<file path="src/rtl/rf_dump_reader_pkg.sv">
// Shared definitions for the register-file dump reader and its latency counter.
package rf_dump_reader_pkg;

  typedef enum logic [2:0] {
    ST_IDLE    = 3'd0,
    ST_ISSUE   = 3'd1,
    ST_WAIT    = 3'd2,
    ST_PRESENT = 3'd3,
    ST_DONE    = 3'd4
  } state_e;

  // Register 0 is hardwired to zero in the register file.
  localparam int REG_ZERO = 0;

  // Wide enough to hold RD_LAT-1 for RD_LAT in 1..4.
  localparam int LAT_W = 2;

endpackage

</file>
<file path="src/rtl/rf_dump_reader_if.sv">
// Read-port and dump-stream signals of the dump reader, grouped for port connection.
interface rf_dump_reader_if #(
  parameter int DATA_WIDTH = 32,
  parameter int ADDR_WIDTH = 5
);

  logic                  oRdEn;
  logic [ADDR_WIDTH-1:0] oRdAddr;
  logic                  iRdGnt;
  logic [DATA_WIDTH-1:0] iRdData;
  logic                  oDumpValid;
  logic [ADDR_WIDTH-1:0] oDumpAddr;
  logic [DATA_WIDTH-1:0] oDumpData;
  logic                  oDumpLast;
  logic                  iDumpReady;

  modport master (
    output oRdEn, oRdAddr,
    input  iRdGnt, iRdData,
    output oDumpValid, oDumpAddr, oDumpData, oDumpLast,
    input  iDumpReady
  );

  modport slave (
    input  oRdEn, oRdAddr,
    output iRdGnt, iRdData,
    input  oDumpValid, oDumpAddr, oDumpData, oDumpLast,
    output iDumpReady
  );

endinterface

</file>
<file path="src/rtl/rf_dump_lat_ctr.sv">
// Read-latency down-counter; strobes o_capture on the cycle the read data is valid.
module rf_dump_lat_ctr
  import rf_dump_reader_pkg::*;
#(
  parameter int RD_LAT = 1
) (
  input  logic iClk,
  input  logic iRst,
  input  logic i_load,
  input  logic i_run,
  input  logic i_clear,
  output logic o_capture
);

  logic [LAT_W-1:0] r_lat;

  // NOTE: sequential state uses non-blocking assignments so every flop samples pre-edge values.
  always_ff @(posedge iClk or posedge iRst) begin
    if (iRst) begin
      r_lat <= '0;
    end else if (i_clear) begin
      r_lat <= '0;
    end else if (i_load) begin
      r_lat <= LAT_W'(RD_LAT - 1);
    end else if (i_run && (r_lat != '0)) begin
      r_lat <= r_lat - LAT_W'(1);
    end
  end

  assign o_capture = i_run && (r_lat == '0);

endmodule

</file>
<file path="src/rtl/rf_dump_reader.sv">
// Walks the register file from START_REG to the top register and streams {addr, data} beats.
module rf_dump_reader
  import rf_dump_reader_pkg::*;
#(
  parameter int DATA_WIDTH = 32,
  parameter int ADDR_WIDTH = 5,
  parameter int START_REG  = 1,
  parameter int RD_LAT     = 1
) (
  input  logic             iClk,
  input  logic             iRst,
  input  logic             iStart,
  input  logic             iAbort,
  rf_dump_reader_if.master bus,
  output logic             oBusy,
  output logic             oDone
);

  localparam logic [ADDR_WIDTH-1:0] START_CNT = ADDR_WIDTH'(START_REG);
  localparam logic [ADDR_WIDTH-1:0] LAST_REG  = '1;

  state_e                r_state;
  state_e                w_next;
  logic [ADDR_WIDTH-1:0] r_cnt;
  logic [DATA_WIDTH-1:0] r_data;
  logic                  w_grant;
  logic                  w_beat;
  logic                  w_last;
  logic                  w_capture;

  assign w_grant = (r_state == ST_ISSUE)   && bus.iRdGnt;
  assign w_beat  = (r_state == ST_PRESENT) && bus.iDumpReady;
  assign w_last  = (r_cnt == LAST_REG);

  rf_dump_lat_ctr #(
    .RD_LAT (RD_LAT)
  ) u_lat_ctr (
    .iClk      (iClk),
    .iRst      (iRst),
    .i_load    (w_grant),
    .i_run     (r_state == ST_WAIT),
    .i_clear   (iAbort),
    .o_capture (w_capture)
  );

  always_ff @(posedge iClk or posedge iRst) begin
    if (iRst) begin
      r_state <= ST_IDLE;
    end else begin
      r_state <= w_next;
    end
  end

  always_comb begin
    w_next = r_state;
    if (iAbort) begin
      w_next = ST_IDLE;
    end else begin
      case (r_state)
        ST_IDLE:    if (iStart)         w_next = ST_ISSUE;
        ST_ISSUE:   if (bus.iRdGnt)     w_next = ST_WAIT;
        ST_WAIT:    if (w_capture)      w_next = ST_PRESENT;
        ST_PRESENT: if (bus.iDumpReady) w_next = w_last ? ST_DONE : ST_ISSUE;
        ST_DONE:                        w_next = ST_IDLE;
        default:                        w_next = ST_IDLE;
      endcase
    end
  end

  // NOTE: the data register is a single flop bank, not a memory, so it is reset like any other state.
  always_ff @(posedge iClk or posedge iRst) begin
    if (iRst) begin
      r_cnt  <= START_CNT;
      r_data <= '0;
    end else if (!iAbort) begin
      if ((r_state == ST_IDLE) && iStart) begin
        r_cnt <= START_CNT;
      end else if (w_beat && !w_last) begin
        r_cnt <= r_cnt + ADDR_WIDTH'(1);
      end
      if (w_capture) begin
        r_data <= (r_cnt == ADDR_WIDTH'(REG_ZERO)) ? '0 : bus.iRdData;
      end
    end
  end

  // NOTE: every output gets a default first so no path through the case infers a latch.
  always_comb begin
    bus.oRdEn      = 1'b0;
    bus.oRdAddr    = '0;
    bus.oDumpValid = 1'b0;
    bus.oDumpAddr  = '0;
    bus.oDumpData  = '0;
    bus.oDumpLast  = 1'b0;
    oBusy          = 1'b0;
    oDone          = 1'b0;
    case (r_state)
      ST_ISSUE: begin
        bus.oRdEn   = 1'b1;
        bus.oRdAddr = r_cnt;
        oBusy       = 1'b1;
      end
      ST_WAIT: begin
        oBusy = 1'b1;
      end
      ST_PRESENT: begin
        bus.oDumpValid = 1'b1;
        bus.oDumpAddr  = r_cnt;
        bus.oDumpData  = r_data;
        bus.oDumpLast  = w_last;
        oBusy          = 1'b1;
      end
      ST_DONE: begin
        oDone = 1'b1;
        oBusy = 1'b1;
      end
      default: ;
    endcase
  end

endmodule

</file>
<file path="src/flat_wrapper.sv">
// flat-port wrapper written by rule: the top's interface ports become plain ports
module rf_dump_reader_flat import rf_dump_reader_pkg::*;
#(
  parameter int DATA_WIDTH = 32,
  parameter int ADDR_WIDTH = 5,
  parameter int START_REG  = 1,
  parameter int RD_LAT     = 1
)
  (iClk, iRst, iStart, iAbort, oBusy, oDone, bus_oRdEn, bus_oRdAddr, bus_iRdGnt, bus_iRdData, bus_oDumpValid, bus_oDumpAddr, bus_oDumpData, bus_oDumpLast, bus_iDumpReady);
  rf_dump_reader_if #(.DATA_WIDTH(DATA_WIDTH), .ADDR_WIDTH(ADDR_WIDTH)) bus_i ();
  input  logic iClk;
  input  logic iRst;
  input  logic iStart;
  input  logic iAbort;
  output logic oBusy;
  output logic oDone;
  output wire logic [$bits(bus_i.oRdEn)-1:0] bus_oRdEn;
  output wire logic [$bits(bus_i.oRdAddr)-1:0] bus_oRdAddr;
  input wire logic [$bits(bus_i.iRdGnt)-1:0] bus_iRdGnt;
  input wire logic [$bits(bus_i.iRdData)-1:0] bus_iRdData;
  output wire logic [$bits(bus_i.oDumpValid)-1:0] bus_oDumpValid;
  output wire logic [$bits(bus_i.oDumpAddr)-1:0] bus_oDumpAddr;
  output wire logic [$bits(bus_i.oDumpData)-1:0] bus_oDumpData;
  output wire logic [$bits(bus_i.oDumpLast)-1:0] bus_oDumpLast;
  input wire logic [$bits(bus_i.iDumpReady)-1:0] bus_iDumpReady;
  assign bus_oRdEn = bus_i.oRdEn;
  assign bus_oRdAddr = bus_i.oRdAddr;
  assign bus_i.iRdGnt = bus_iRdGnt;
  assign bus_i.iRdData = bus_iRdData;
  assign bus_oDumpValid = bus_i.oDumpValid;
  assign bus_oDumpAddr = bus_i.oDumpAddr;
  assign bus_oDumpData = bus_i.oDumpData;
  assign bus_oDumpLast = bus_i.oDumpLast;
  assign bus_i.iDumpReady = bus_iDumpReady;
  rf_dump_reader #(.DATA_WIDTH(DATA_WIDTH), .ADDR_WIDTH(ADDR_WIDTH), .START_REG(START_REG), .RD_LAT(RD_LAT)) u_core (.iClk(iClk), .iRst(iRst), .iStart(iStart), .iAbort(iAbort), .bus(bus_i), .oBusy(oBusy), .oDone(oDone));
endmodule
</file>
<file path="config.mk">
export PLATFORM = sky130hd
export DESIGN_NAME = rf_dump_reader_flat
export DESIGN_NICKNAME = d
export VERILOG_FILES = /design/src/rtl/rf_dump_reader_pkg.sv /design/src/rtl/rf_dump_reader_if.sv /design/src/rtl/rf_dump_lat_ctr.sv /design/src/rtl/rf_dump_reader.sv /design/src/flat_wrapper.sv
export SDC_FILE = /design/constraint.sdc
export NUM_CORES = 1
export LEC_CHECK = 0
export CAP_MARGIN = 20
export CORE_ASPECT_RATIO = 1.5
export CORE_MARGIN = 2
export CORE_UTILIZATION = 45
export CTS_BUF_LIST = sky130_fd_sc_hd__clkbuf_16
export CTS_CLUSTER_SIZE = 24
export DETAILED_ROUTE_END_ITERATION = 8
export PLACE_DENSITY = 0.86
export RECOVER_POWER = 25
export REMOVE_ABC_BUFFERS = 1
export SYNTH_ARGS = -nofsm -noshare
export SYNTH_HDL_FRONTEND = slang
export SYNTH_SLANG_ARGS = --single-unit
export TNS_END_PERCENT = 10
</file>
<file path="constraint.sdc">
create_clock -name iClk -period 3.58 [get_ports iClk]
set_input_delay 0.716 -clock iClk [delete_from_list [all_inputs] [get_ports iClk]]
set_output_delay 0.716 -clock iClk [all_outputs]
set_load 0.02 [all_outputs]
</file>
After elaboration in Yosys (flattened, before gate mapping)
Index checks and enable logic that the tools add are counted.
W data, S select, Z words.
- multiplexer cells: 21
- bitwise operators: 1
- $add $sub $neg: 2
- reduce and logical (&&, ||, !) cells: 17
- equality and inequality tests: 9
- operator list (operator ; count):
    $mux W32 ; 2
    $mux W5 ; 4
    $mux W3 ; 6
    $pmux W3 S4 ; 1
    $ne A3 B3 Y1 const B ; 3
    $eq A3 B2 Y1 const B ; 2
    $logic_and A1 B1 Y1 ; 6
    $mux W2 ; 3
    $add A5 B1 Y5 const B ; 1
    $eq A5 B5 Y1 const B ; 1
    $logic_not A5 Y1 ; 1
    $mux W1 ; 5
    $reduce_and A2 Y1 ; 2
    $reduce_and A4 Y1 ; 1
    $reduce_bool A2 Y1 ; 2
    $reduce_or A4 Y1 ; 1
    $eq A3 B1 Y1 const B ; 1
    $eq A3 B3 Y1 const B ; 1
    $logic_not A3 Y1 ; 1
    $ne A3 B2 Y1 const B ; 1
    $reduce_bool A3 Y1 ; 1
    $logic_not A2 Y1 ; 1
    $sub A2 B1 Y2 const B ; 1
    $logic_not A1 Y1 ; 1
    $not A1 Y1 ; 1
- logic and storage cells: 54
- input bits: 38
- register bits: 42

Logic depth before layout (Yosys ltp)
- depth after elaboration: 5
- depth in mapped cells: 8
- depth with buffers taken out: 7

Hierarchy
From an unflattened synthesis, not the netlist that was laid out.
- cells, all modules: 200
- area, all modules: 2163.3 um^2
- modules (own cells, without submodules) (module ; times used ; seq. area each (um^2) ; cells each ; area each (um^2)):
    rf_dump_reader ; 1 ; 1002.2 ; 188 ; 2033.2
    rf_dump_lat_ctr ; 1 ; 50.0 ; 12 ; 130.1

Worst setup path before layout
No wires, ideal clock.
- path type: register -> output
- start point: register u_core.r_state[0]
- end point: output port bus_oDumpData[10]
- buffers on the path: 3
- arrival: 1.497 ns
- data required time: 2.864 ns
- slack: 1.367 ns
- stages on the path, launching flop included: 6
- cell sequence: dfrtp_1 > clkbuf_1 > and3b_1 > clkbuf_1 > clkbuf_1 > and2_1
- word-level cells in the longest chain between the ends: 2
- ends and longest elaborated chain (what ; RTL line ; source):
    start, declared ; rf_dump_reader.sv:22 ; state_e r_state;
    start signal, assigned ; rf_dump_reader.sv:50 ; r_state <= w_next;
    $eq A3 B2 Y1 ; rf_dump_reader.sv:97 ; case (r_state)
    $mux W32 ; rf_dump_reader.sv:97 ;
    end, declared ; flat_wrapper.sv:23 ; output wire logic [$bits(bus_i.oDumpData)-1:0] bus_oDumpData;
No other way between the ends.

Final worst setup path
- start point: register u_core.r_state[2]
- end point: output port bus_oRdAddr[3]
- word-level cells in the longest chain between the ends: 2
- ends and longest elaborated chain (what ; RTL line ; source):
    $eq A3 B1 Y1 ; rf_dump_reader.sv:97 ;
    $mux W5 ; rf_dump_reader.sv:97 ;
    end, declared ; flat_wrapper.sv:18 ; output wire logic [$bits(bus_i.oRdAddr)-1:0] bus_oRdAddr;
No other way between the ends.

==> key figures <==
CTS
  – CTS Hold Bufs: 0
  – Clk_lat worst skew: 0.28 ns
  – CTS tree: built
  – CTS Buf Count: 5
  – Post-CTS Setup Repair Bufs: 0
  – Root Driver: clkbuf_16
  – Post_cts resized: 0
  – Worst-path clk slew: 0.06 ns
  – CTS H-tree depth: 2
  – Clock buffer depth: 2
  – CTS sink count: 42

Synthesis
  – Post-synthesis xor/xnor area fraction: 0.007995
  – Largest family of logic cells by synthesized area: simple AND/OR/NAND/NOR gates
  – Avg Cell Area, Syn: 8.394 um2
  – Adder-Cell Fraction of Synth Area: 0.02284
  – Synth top cells by count: nand2_1, and2_1, dfrtp_1, o21ai_0, clkbuf_1
  – Compound-Gate Fraction of Synth Area: 0.1205
  – Synth top area share: 0.4683
  – Synth area leaders: dfrtp_1, nand2_1, and2_1, o21ai_0, clkbuf_1
  – Sequential area share after synthesis: 0.4803
  – Simple-gate share of the synthesized area: 0.3232
  – Post-Syn Instances: 261
  – Asr flop ratio synth: 1.000
  – Yosys cell types: 33
  – Synthesized area: 0.002191 mm2
  – Synth warn: 0
  – Most common cell in the netlist: nand2_1
  – EDFF count, synth: 0
  – Cell taking the most area after synthesis: dfrtp_1
  – Yosys reg bits: 42
  – Dominant synthesized flop cell: dfrtp_1
  – Post-synthesis mux area share: 0

STA
  – Final Cycle Share: 0.8082
  – Max transition margin: 0.2295
  – Tmin final: 2.893 ns
  – Fmax: 345.6 MHz
  – Skew final: 0.005646 ns
  – Worst hold slack: 0.4686 ns
  – Final Worst Setup Slack: 0.6868 ns
  – Pins over their slew limit: 0
  – Unrepaired setup endpoints after global routing: no
  – Setup TNS: 0 ns
  – Slew @ Worst Pin: 1.156 ns
  – Final Hold Violating Endpoints: 0
  – # setup viols final: 0

Power
  – Power density over cell area: 523.7 mW/mm2
  – Maximum VDD drop: 0.0003313 V
  – Leak Pwr: 1.449 nW

Floorplan
  – Core area: 0.004771 mm2
  – Row count: 31
  – Die span in x: 60.97 um
  – Die height: 89.46 um
  – Die area: 0.005454 mm2
  – Initial core utilization: 0.4592
  – I/O pin count: 85

Hold path
  – Min-Delay Endpoint: u_core.r_data[30]
  – WHS Path Cells: 2
  – Hold crit path type: flip-flop to flip-flop
  – Hold Startpoint: u_core.r_data[30]

Place
  – Port buffer count: 84
  – DP Wirelength: 3621 um
  – Placement Setup Slack: 0.9259 ns
  – Final GP Congestion: 0.9202

Global route
  – Met3 Resource Use GR: 0.04197
  – Largest net degree at the start of global routing: 65
  – Initial antenna violation count: 0
  – Met1 global-route usage: 0.2507
  – Gr usage total: 0.2009
  – First-pass GRT wire length: 8273 um
  – Busiest metal layer after global routing: met2
  – Vias in the first global route: 1,812
  – M2 GR Usage: 0.3392
  – Grt ovf: 0

Setup path
  – RR Endpoint: u_core.r_cnt[3]
  – Required time worst endpoint: 2.86 ns
  – Crit path launch type: flip-flop
  – CP cell instances: nand2b_1 > nor2_1 > and2_1 > clkdlybuf4s50_1
  – Cells on worst reg2reg path: 7
  – Critical path's top delay family: simple AND/OR/NAND/NOR gates
  – Buffer and inverter count on the worst path: 1
  – Crit end category: primary output
  – R2r setup slk: 1.28 ns
  – Max FO, Critical Path: 12
  – R2r startpoint: u_core.r_cnt[1]
  – CP max stage delay: 0.60 ns
  – WP data arrival: 2.18 ns
  – Slowest-stage cell, CP: clkdlybuf4s50_1
  – Crit Path Class: flip-flop to primary output

Routing
  – DRT Pass-1 Iters: 4
  – Via-per-instance ratio: 4.773
  – Drt initial violations: 79
  – Drt drc: 0
  – Detail Route Antenna Nets: 0
  – Final wirelength: 4975 um
  – Vias: 1,933
  – Average wire per standard cell: 12.28 um

Status
  – Outcome: completed

Job
  – Max Cap Viol: 0

Cells and area
  – Synthesis-to-layout area growth: 47.46%
  – Layout cells sized above 1: 0.03835
  – Antenna cell count: 0
  – Fin util: 0.6772
  – # nets final: 380
==> area by class of cell <==
class / instances / area, um2
tap: 66 / 82.58
fill: 413 / 1540
timing repair buffer: 88 / 867.1
sequential: 42 / 1052
clock buffer: 5 / 125.1
clock inverter: 3 / 41.29
inverter: 6 / 22.52
multi-input combinational: 195 / 1040
==> kinds of logic (layout without fill, tap and decap cells) <==
logic type | Yosys count | in the layout
xor gates and xnor gates | 2 | 2
DFF | 42 | 42
buffers and inverters | 24 | 102
adders and majority gates | 4 | 4
AOI/OAI and AO/OA | 49 | 49
and+or+nand+nor | 140 | 140
==> power breakdown <==
part | total (mW) | internal (mW) | switching (mW)
sequential | 0.783 | 0.673 | 0.110
clock | 0.495 | 0.326 | 0.170
combinational | 0.413 | 0.185 | 0.228
total | 1.69 | 1.18 | 0.508
==> layout by cell type (no fill, tap or decap), types with 3 or more instances in the layout <==
cell type,count
a21oi_1,4
and2_1,42
buf_4,3
clkbuf_16,5
clkdlybuf4s50_1,82
dfrtp_1,41
ha_1,4
inv_1,6
nand2_1,71
nor2_1,4
nor2b_1,3
nor3_1,4
o21ai_0,39
==> sequential cells by signal (all words and copies together) (netlist names) <==
name and count:
u_core.r_cnt 5, u_core.r_state 3, u_core.u_lat_ctr.r_lat 2, u_core.r_data 32
==> worst max path at each step <==
stage                                 start         endpoint  cells past startpoint
after detailed placement             iStart  u_core.r_cnt[3]                      5
final                     u_core.r_state[2]   bus_oRdAddr[3]                      4
after global placement               iStart  u_core.r_cnt[3]                      5
after floorplan           u_core.r_state[1]    bus_oDumpLast                      2
after global routing      u_core.r_state[2]   bus_oRdAddr[4]                      4
after CTS                 u_core.r_state[2]   bus_oRdAddr[3]                      4
==> routing by layer <==
| layer | up-vias | share of wire |
|---|---|---|
| li1 | 1003 | - |
| met1 | 882 | 0.43 |
| met2 | 46 | 0.52 |
| met3 | 2 | 0.039 |
| met4 | 0 | 0.0098 |
| met5 | - | 0 |
==> worst min-delay path, stage by stage, from the launching register on <==
cell and delay [ns]:
dfrtp_1 0.33, nand2_1 0.04, o21ai_0 0.06
==> stage by stage <==
step / power [mW] / cells / cell area, um2
6_report: 1.692 / 405 / 3231
5_1_grt: 1.830 / 405 / 3231
4_1_cts: 1.718 / 405 / 3234
3_5_place_dp: 1.217 / 397 / 3068
3_3_place_gp: 1.189 / 397 / 3068
2_1_floorplan: 1.036 / 243 / 2115
No activity file was read; power rests on OpenSTA's default activity.
